## config.mk

```make
export PLATFORM = sky130hd
export DESIGN_NAME = interrupt_sequencer_flat
export DESIGN_NICKNAME = d
export VERILOG_FILES = /design/src/rtl/cpu6502_pkg.sv /design/src/rtl/interrupt_sequencer_if.sv /design/src/rtl/interrupt_sequencer_request_latch.sv /design/src/rtl/interrupt_sequencer.sv /design/src/flat_wrapper.sv
export SDC_FILE = /design/constraint.sdc
export NUM_CORES = 1
export LEC_CHECK = 0
export BUFFER_PORTS_ARGS = -buffer_cell sky130_fd_sc_hd__buf_2
export CORE_MARGIN = 3
export CORE_UTILIZATION = 50
export CTS_CLUSTER_DIAMETER = 80
export DETAILED_ROUTE_END_ITERATION = 7
export PLACE_DENSITY_LB_ADDON = 0.05
export REMOVE_ABC_BUFFERS = 1
export SLEW_MARGIN = 10
export SYNTH_ARGS = -nofsm -noshare
export SYNTH_HDL_FRONTEND = slang
export SYNTH_HIERARCHICAL = 1
export SYNTH_SLANG_ARGS = --single-unit
```

## constraint.sdc

```tcl
create_clock -name i_clk -period 1.9 [get_ports i_clk]
set_input_delay 0.285 -clock i_clk [delete_from_list [all_inputs] [get_ports i_clk]]
set_output_delay 0.285 -clock i_clk [all_outputs]
set_load 0.005 [all_outputs]
```

## src/rtl/cpu6502_pkg.sv

```systemverilog
// Shared 6502 routing-control definitions: sequencer states, vector codes
// and the ADL zero-strobe masks used during vector fetches.
package cpu6502_pkg;

  typedef enum logic [2:0] {
    RST_PEND, IDLE, DUMMY, PUSH_H, PUSH_L, PUSH_P, VEC_L, VEC_H
  } seq_state_e;

  localparam logic [1:0] VEC_NMI   = 2'd0;
  localparam logic [1:0] VEC_RESET = 2'd1;
  localparam logic [1:0] VEC_IRQ   = 2'd2;

  // Masks are {adl2, adl1, adl0}; a set bit pulls that ADL line to zero.
  localparam logic [2:0] ADL_LO_NMI   = 3'b101;  // FA
  localparam logic [2:0] ADL_LO_RESET = 3'b011;  // FC
  localparam logic [2:0] ADL_LO_IRQ   = 3'b001;  // FE
  localparam logic [2:0] ADL_HI_NMI   = 3'b100;  // FB
  localparam logic [2:0] ADL_HI_RESET = 3'b010;  // FD
  localparam logic [2:0] ADL_HI_IRQ   = 3'b000;  // FF

  function automatic logic [2:0] adl_mask(input logic [1:0] vec, input logic hi);
    case (vec)
      VEC_NMI:   adl_mask = hi ? ADL_HI_NMI   : ADL_LO_NMI;
      VEC_RESET: adl_mask = hi ? ADL_HI_RESET : ADL_LO_RESET;
      default:   adl_mask = hi ? ADL_HI_IRQ   : ADL_LO_IRQ;
    endcase
  endfunction

endpackage

```

## src/rtl/interrupt_sequencer_if.sv

```systemverilog
// Routing-control bundle driven by the interrupt sequencer while it owns the
// 6502 datapath; the instruction decoder side reads it through the slave view.
interface interrupt_sequencer_if;
  logic       o_active;
  logic [1:0] o_vector;
  logic       o_pch_db, o_pcl_db, o_p_db;
  logic       o_s_adl;
  logic       o_0_adl0, o_0_adl1, o_0_adl2, o_0_adh0, o_0_adh1_7;
  logic       o_rw;
  logic       o_s_dec;
  logic       o_dl_pcl, o_dl_pch;
  logic       o_set_i;
  logic       o_done;

  modport master (
    output o_active, o_vector, o_pch_db, o_pcl_db, o_p_db, o_s_adl,
           o_0_adl0, o_0_adl1, o_0_adl2, o_0_adh0, o_0_adh1_7,
           o_rw, o_s_dec, o_dl_pcl, o_dl_pch, o_set_i, o_done
  );
  modport slave (
    input  o_active, o_vector, o_pch_db, o_pcl_db, o_p_db, o_s_adl,
           o_0_adl0, o_0_adl1, o_0_adl2, o_0_adh0, o_0_adh1_7,
           o_rw, o_s_dec, o_dl_pcl, o_dl_pch, o_set_i, o_done
  );
endinterface

```

## src/rtl/interrupt_sequencer_request_latch.sv

```systemverilog
// NMI edge latch, IRQ masking and NMI-over-IRQ priority; RESET priority is
// handled by the sequencer's RST_PEND state.
module interrupt_request_latch
  import cpu6502_pkg::*;
#(
  parameter bit NMI_EDGE = 1'b1
) (
  input  logic       clk,
  input  logic       reset_n,
  input  logic       nmi_n,
  input  logic       irq_n,
  input  logic       p_i,
  input  logic       nmi_clr,
  output logic       pending,
  output logic [1:0] vec
);
  logic nmi_prev, nmi_lat, nmi_req, irq_req;

  // A fresh edge wins over a same-cycle clear so it is never lost.
  always_ff @(posedge clk) begin
    if (!reset_n) begin
      nmi_prev <= 1'b1;
      nmi_lat  <= 1'b0;
    end else begin
      nmi_prev <= nmi_n;
      if (nmi_prev && !nmi_n) nmi_lat <= 1'b1;
      else if (nmi_clr)       nmi_lat <= 1'b0;
    end
  end

  assign nmi_req = NMI_EDGE ? nmi_lat : !nmi_n;
  assign irq_req = !irq_n && !p_i;
  assign pending = nmi_req || irq_req;
  assign vec     = nmi_req ? VEC_NMI : VEC_IRQ;
endmodule

```

## src/rtl/interrupt_sequencer.sv

```systemverilog
// 7-cycle RESET/NMI/IRQ entry sequencer: dummy cycles, PCH/PCL/P pushes and
// vector fetch, driving the routing selects while o_active is high.
module interrupt_sequencer
  import cpu6502_pkg::*;
#(
  parameter int DUMMY_CYCLES = 2,
  parameter bit NMI_EDGE     = 1'b1
) (
  input  logic                   i_clk,
  input  logic                   i_reset_n,
  input  logic                   i_nmi_n,
  input  logic                   i_irq_n,
  input  logic                   i_p_i,
  input  logic                   i_sync,
  input  logic                   i_rdy,
  interrupt_sequencer_if.master  bus
);
  localparam logic [1:0] DUMMY_LAST = 2'(DUMMY_CYCLES - 1);

  seq_state_e state, state_nx;
  logic [1:0] cnt, cnt_nx, vec_q, vec_nx, req_vec;
  logic       armed, req_pending, nmi_clr;

  assign nmi_clr = i_rdy && (state == VEC_L) && (vec_q == VEC_NMI);

  interrupt_request_latch #(.NMI_EDGE(NMI_EDGE)) u_req (
    .clk(i_clk), .reset_n(i_reset_n), .nmi_n(i_nmi_n), .irq_n(i_irq_n),
    .p_i(i_p_i), .nmi_clr(nmi_clr), .pending(req_pending), .vec(req_vec)
  );

  // armed holds outputs at their reset values through the release cycle.
  always_ff @(posedge i_clk) begin
    if (!i_reset_n) begin
      state <= RST_PEND;
      cnt   <= '0;
      vec_q <= VEC_RESET;
      armed <= 1'b0;
    end else begin
      state <= state_nx;
      cnt   <= cnt_nx;
      vec_q <= vec_nx;
      armed <= 1'b1;
    end
  end

  always_comb begin
    state_nx = state;
    cnt_nx   = cnt;
    vec_nx   = vec_q;
    if (i_rdy) begin
      case (state)
        RST_PEND: begin state_nx = DUMMY; cnt_nx = '0; vec_nx = VEC_RESET; end
        IDLE: if (i_sync && req_pending) begin
          state_nx = DUMMY; cnt_nx = '0; vec_nx = req_vec;
        end
        DUMMY: begin
          if (cnt == DUMMY_LAST) state_nx = PUSH_H;
          else                   cnt_nx   = cnt + 2'd1;
        end
        PUSH_H:  state_nx = PUSH_L;
        PUSH_L:  state_nx = PUSH_P;
        PUSH_P:  state_nx = VEC_L;
        VEC_L:   state_nx = VEC_H;
        VEC_H:   state_nx = IDLE;
        default: state_nx = RST_PEND;
      endcase
    end
  end

  // End-of-cycle strobes are qualified by i_rdy; selects just hold.
  always_comb begin
    bus.o_active   = armed && (state != IDLE);
    bus.o_vector   = vec_q;
    bus.o_pch_db   = 1'b0;
    bus.o_pcl_db   = 1'b0;
    bus.o_p_db     = 1'b0;
    bus.o_s_adl    = 1'b0;
    bus.o_0_adl0   = 1'b0;
    bus.o_0_adl1   = 1'b0;
    bus.o_0_adl2   = 1'b0;
    bus.o_0_adh0   = 1'b0;
    bus.o_0_adh1_7 = 1'b0;
    bus.o_rw       = 1'b1;
    bus.o_s_dec    = 1'b0;
    bus.o_dl_pcl   = 1'b0;
    bus.o_dl_pch   = 1'b0;
    bus.o_set_i    = 1'b0;
    bus.o_done     = 1'b0;
    if (armed) begin
      case (state)
        PUSH_H, PUSH_L, PUSH_P: begin
          bus.o_s_adl    = 1'b1;
          bus.o_0_adh1_7 = 1'b1;
          bus.o_s_dec    = i_rdy;
          bus.o_rw       = (vec_q == VEC_RESET);
          bus.o_pch_db   = (state == PUSH_H);
          bus.o_pcl_db   = (state == PUSH_L);
          bus.o_p_db     = (state == PUSH_P);
        end
        VEC_L: begin
          {bus.o_0_adl2, bus.o_0_adl1, bus.o_0_adl0} = adl_mask(vec_q, 1'b0);
          bus.o_dl_pcl = i_rdy;
          bus.o_set_i  = i_rdy;
        end
        VEC_H: begin
          {bus.o_0_adl2, bus.o_0_adl1, bus.o_0_adl0} = adl_mask(vec_q, 1'b1);
          bus.o_dl_pch = i_rdy;
          bus.o_done   = i_rdy;
        end
        default: ;
      endcase
    end
  end
endmodule
```

## src/flat_wrapper.sv

```systemverilog
// flat-port wrapper written by rule: the top's interface ports become plain ports
module interrupt_sequencer_flat import cpu6502_pkg::*;
#(
  parameter int DUMMY_CYCLES = 2,
  parameter bit NMI_EDGE     = 1'b1
)
  (i_clk, i_reset_n, i_nmi_n, i_irq_n, i_p_i, i_sync, i_rdy, bus_o_active, bus_o_vector, bus_o_pch_db, bus_o_pcl_db, bus_o_p_db, bus_o_s_adl, bus_o_0_adl0, bus_o_0_adl1, bus_o_0_adl2, bus_o_0_adh0, bus_o_0_adh1_7, bus_o_rw, bus_o_s_dec, bus_o_dl_pcl, bus_o_dl_pch, bus_o_set_i, bus_o_done);
  interrupt_sequencer_if bus_i ();
  input  logic i_clk;
  input  logic i_reset_n;
  input  logic i_nmi_n;
  input  logic i_irq_n;
  input  logic i_p_i;
  input  logic i_sync;
  input  logic i_rdy;
  output wire logic [$bits(bus_i.o_active)-1:0] bus_o_active;
  output wire logic [$bits(bus_i.o_vector)-1:0] bus_o_vector;
  output wire logic [$bits(bus_i.o_pch_db)-1:0] bus_o_pch_db;
  output wire logic [$bits(bus_i.o_pcl_db)-1:0] bus_o_pcl_db;
  output wire logic [$bits(bus_i.o_p_db)-1:0] bus_o_p_db;
  output wire logic [$bits(bus_i.o_s_adl)-1:0] bus_o_s_adl;
  output wire logic [$bits(bus_i.o_0_adl0)-1:0] bus_o_0_adl0;
  output wire logic [$bits(bus_i.o_0_adl1)-1:0] bus_o_0_adl1;
  output wire logic [$bits(bus_i.o_0_adl2)-1:0] bus_o_0_adl2;
  output wire logic [$bits(bus_i.o_0_adh0)-1:0] bus_o_0_adh0;
  output wire logic [$bits(bus_i.o_0_adh1_7)-1:0] bus_o_0_adh1_7;
  output wire logic [$bits(bus_i.o_rw)-1:0] bus_o_rw;
  output wire logic [$bits(bus_i.o_s_dec)-1:0] bus_o_s_dec;
  output wire logic [$bits(bus_i.o_dl_pcl)-1:0] bus_o_dl_pcl;
  output wire logic [$bits(bus_i.o_dl_pch)-1:0] bus_o_dl_pch;
  output wire logic [$bits(bus_i.o_set_i)-1:0] bus_o_set_i;
  output wire logic [$bits(bus_i.o_done)-1:0] bus_o_done;
  assign bus_o_active = bus_i.o_active;
  assign bus_o_vector = bus_i.o_vector;
  assign bus_o_pch_db = bus_i.o_pch_db;
  assign bus_o_pcl_db = bus_i.o_pcl_db;
  assign bus_o_p_db = bus_i.o_p_db;
  assign bus_o_s_adl = bus_i.o_s_adl;
  assign bus_o_0_adl0 = bus_i.o_0_adl0;
  assign bus_o_0_adl1 = bus_i.o_0_adl1;
  assign bus_o_0_adl2 = bus_i.o_0_adl2;
  assign bus_o_0_adh0 = bus_i.o_0_adh0;
  assign bus_o_0_adh1_7 = bus_i.o_0_adh1_7;
  assign bus_o_rw = bus_i.o_rw;
  assign bus_o_s_dec = bus_i.o_s_dec;
  assign bus_o_dl_pcl = bus_i.o_dl_pcl;
  assign bus_o_dl_pch = bus_i.o_dl_pch;
  assign bus_o_set_i = bus_i.o_set_i;
  assign bus_o_done = bus_i.o_done;
  interrupt_sequencer #(.DUMMY_CYCLES(DUMMY_CYCLES), .NMI_EDGE(NMI_EDGE)) u_core (.i_clk(i_clk), .i_reset_n(i_reset_n), .i_nmi_n(i_nmi_n), .i_irq_n(i_irq_n), .i_p_i(i_p_i), .i_sync(i_sync), .i_rdy(i_rdy), .bus(bus_i));
endmodule
```

==> results.json <==
{
  "status": "complete, no violations",
  "async_reset_ff_share_pct": 0,
  "overflow": 0,
  "n_antenna_cell": 0,
  "p_leak_nw": 0.393,
  "worst-path-max-fanout": 9,
  "routedWlPerCell_um": 12.8,
  "hpwlAfterDp_um": 1050,
  "clock_sinks": 10,
  "ys_seq_elements": 10,
  "cap_violations": 0,
  "worstPathArrival_ps": 1410,
  "drcViolationCount": 0,
  "cp-start-kind": "flip-flop",
  "grt_first_pass_wirelength_um": 2330,
  "ios": 25,
  "portBuffers": 23,
  "rrSetupSlack_ps": 460,
  "syn_to_final_growth_pct": 13.9,
  "multi_input_area_um2": 415,
  "die_y_um": 43.7,
  "dpl_cell_area_um2": 771,
  "start_util_pct": 58.4,
  "cts.path.max_buffers": 2,
  "layout.nets": 110,
  "grt_max_degree": 14,
  "htreeDepth": 1,
  "synthDistinctLibCells": 39,
  "drive_gt1_share_pct": 36.6,
  "p_total_mw": 0.487,
  "finalSetupViolCount": 0,
  "crit_path_end_kind": "output pin",
  "min_period_over_period_pct": 89.5,
  "drv_slew": 0,
  "vias_per_cell": 5.43,
  "regArea_um2": 203,
  "final_cell_area_um2": 810,
  "skew_ps": 3.40,
  "mostFrequentLayoutCells": "23 x buf_2, 8 x dfxtp_1, 7 x nand2_1, 7 x nor2_1, 5 x nand2b_1",
  "final_common_cell": "buf_2",
  "cts_tree": "done",
  "ir_drop_v": 0.000368,
  "final_util_pct": 66.6,
  "antenna_found_initial": 0,
  "grt_usage_pct": 16.4,
  "hold_class": "primary input to flip-flop",
  "rows": 12,
  "cpMaxStageDelayCell": "dfxtp_1",
  "clockRootBuffer": "clkbuf_4",
  "fin_setup_tns_ps": 0,
  "finalWirelength_um": 1470,
  "max_stage_delay_ps": 520,
  "min_from": "i_reset_n",
  "dieArea_um2": 1910,
  "hold_depth": 1,
  "cts_made_buffers": 3,
  "fillers": 106,
  "drtIter0Drc": 17,
  "final_hold_viol_count": 0,
  "synth_edf_count": 0,
  "via_count": 624,
  "yosysWarnings": 6,
  "syn_avg_cell_area_um2": 8.56,
  "syn_inst": 83,
  "first_pass_iters": 4,
  "ys_seq_area_share_pct": 28.2,
  "synth_top_flop_cell": "dfxtp_1",
  "reg2regPathDepth": 4,
  "rsz0062_at_grt": "false",
  "min_to": "u_core/armed$_DFF_P_",
  "p_per_area_nw_per_um2": 601,
  "clk_latency_ps": 270,
  "gp_congestion": 0.689,
  "cts_setup_buffers": 0,
  "worstReg2RegStart": "u_core/state[0]$_SDFFE_PN0P_",
  "fmax_mhz": 588,
  "worstPathCellList": "and3b_1 -> o21a_1 -> and2_1 -> buf_2",
  "worstReg2RegEnd": "u_core/bus.o_vector[1]$_SDFFE_PN0P_",
  "path_class": "flip-flop to output pin",
  "synth_area_um2": 711,
  "grt_pass1_vias": 512,
  "ant_nets": 0,
  "core-area_um2": 1220,
  "fp.dieW_um": 43.7,
  "crit_required_ps": 1620,
  "period_minus_slack_ps": 1700,
  "path_clk_slew_ps": 70
}
Yosys cell counts, drive strengths merged, types with 2 or more instances:
| cell | number | area, um^2 |
|---|---|---|
| buf | 10 | 80.1 |
| dfxtp | 10 | 200 |
| nor2 | 8 | 32.5 |
| nand2 | 7 | 26.3 |
| nand2b | 6 | 45.0 |
| inv | 4 | 15.0 |
| a21boi | 3 | 30.0 |
| nand3 | 3 | 15.0 |
| a21oi | 2 | 10.0 |
| and2 | 2 | 12.5 |
| conb | 2 | 7.51 |
| mux2i | 2 | 20.0 |
| nand3b | 2 | 27.5 |
| nor2b | 2 | 12.5 |
| nor4b | 2 | 32.5 |
| o21a | 2 | 15.0 |
per-stage QoR:
stage,instances,setup WS (ps),hold WS (ps)
2_1_floorplan,73,490,313
3_3_place_gp,111,400,459
3_5_place_dp,111,363,471
4_1_cts,115,61.4,204
5_1_grt,115,78.0,207
6_report,115,200,210
report_power, final:
part	switching [mW]	internal [mW]
combinational	0.0319	0.0293
clock	0.0798	0.116
sequential	0.0116	0.218
cells by family after synthesis:
| kind of cell | share of synthesized area, % |
|---|---|
| muxes | 4.40 |
| AOI/OAI and AO/OA | 15.3 |
| and+or+nand+nor | 34.7 |
| buffers and inverters | 13.4 |
| other | 1.06 |
| DFF | 28.2 |
| xor gates and xnor gates | 1.23 |
| adders and majority gates | 1.76 |
area by class of cell:
cell class,count,area share [%]
inverters,4,1.85
well taps,14,2.16
flip-flops and latches,10,25.0
repair buffers,24,15.1
clock buffers,4,4.48
multi-input cells,59,51.3
critical path, delay by kind of cell, from the launching register on:
kind | cells | cell delay, ps
DFF | 1 | 520
and+or+nand+nor | 2 | 350
AOI/OAI and AO/OA | 1 | 170
buffers and inverters | 1 | 100
sequential cells by signal, indices dropped and copies added (netlist names):
register / cells
u_core/cnt: 2
u_core/u_req/nmi_lat: 1
u_core/u_req/nmi_prev: 1
u_core/state: 3
u_core/bus.o_vector: 2
u_core/armed: 1
worst max-delay path by stage:
| stage | end | start | cells after the start |
|---|---|---|---|
| 4_1_cts | bus_o_s_dec | u_core/state[2]$_SDFFE_PN0P_ | 4 |
| 2_1_floorplan | bus_o_s_dec | u_core/state[0]$_SDFFE_PN0P_ | 3 |
| 6_report | bus_o_s_dec | u_core/state[0]$_SDFFE_PN0P_ | 4 |
| 3_5_place_dp | bus_o_s_dec | u_core/state[2]$_SDFFE_PN0P_ | 4 |
| 3_3_place_gp | bus_o_s_dec | u_core/state[2]$_SDFFE_PN0P_ | 4 |
| 5_1_grt | bus_o_s_dec | u_core/state[0]$_SDFFE_PN0P_ | 4 |
routing by layer:
metal	share of wire (%)	GRT usage, %	vias to the layer above
met5	0	0	-
met4	0.54	9.04	0
met2	45	25.3	28
li1	-	-	314
met3	7.5	2.49	2
met1	47	21.4	280
what timing repair did:
action | CTS | global route
endpoints found under the setup margin | 0 | 2
hold buffers | 0 | 0
resized for setup | 0 | 2
Power figures use the tool's default switching activity.
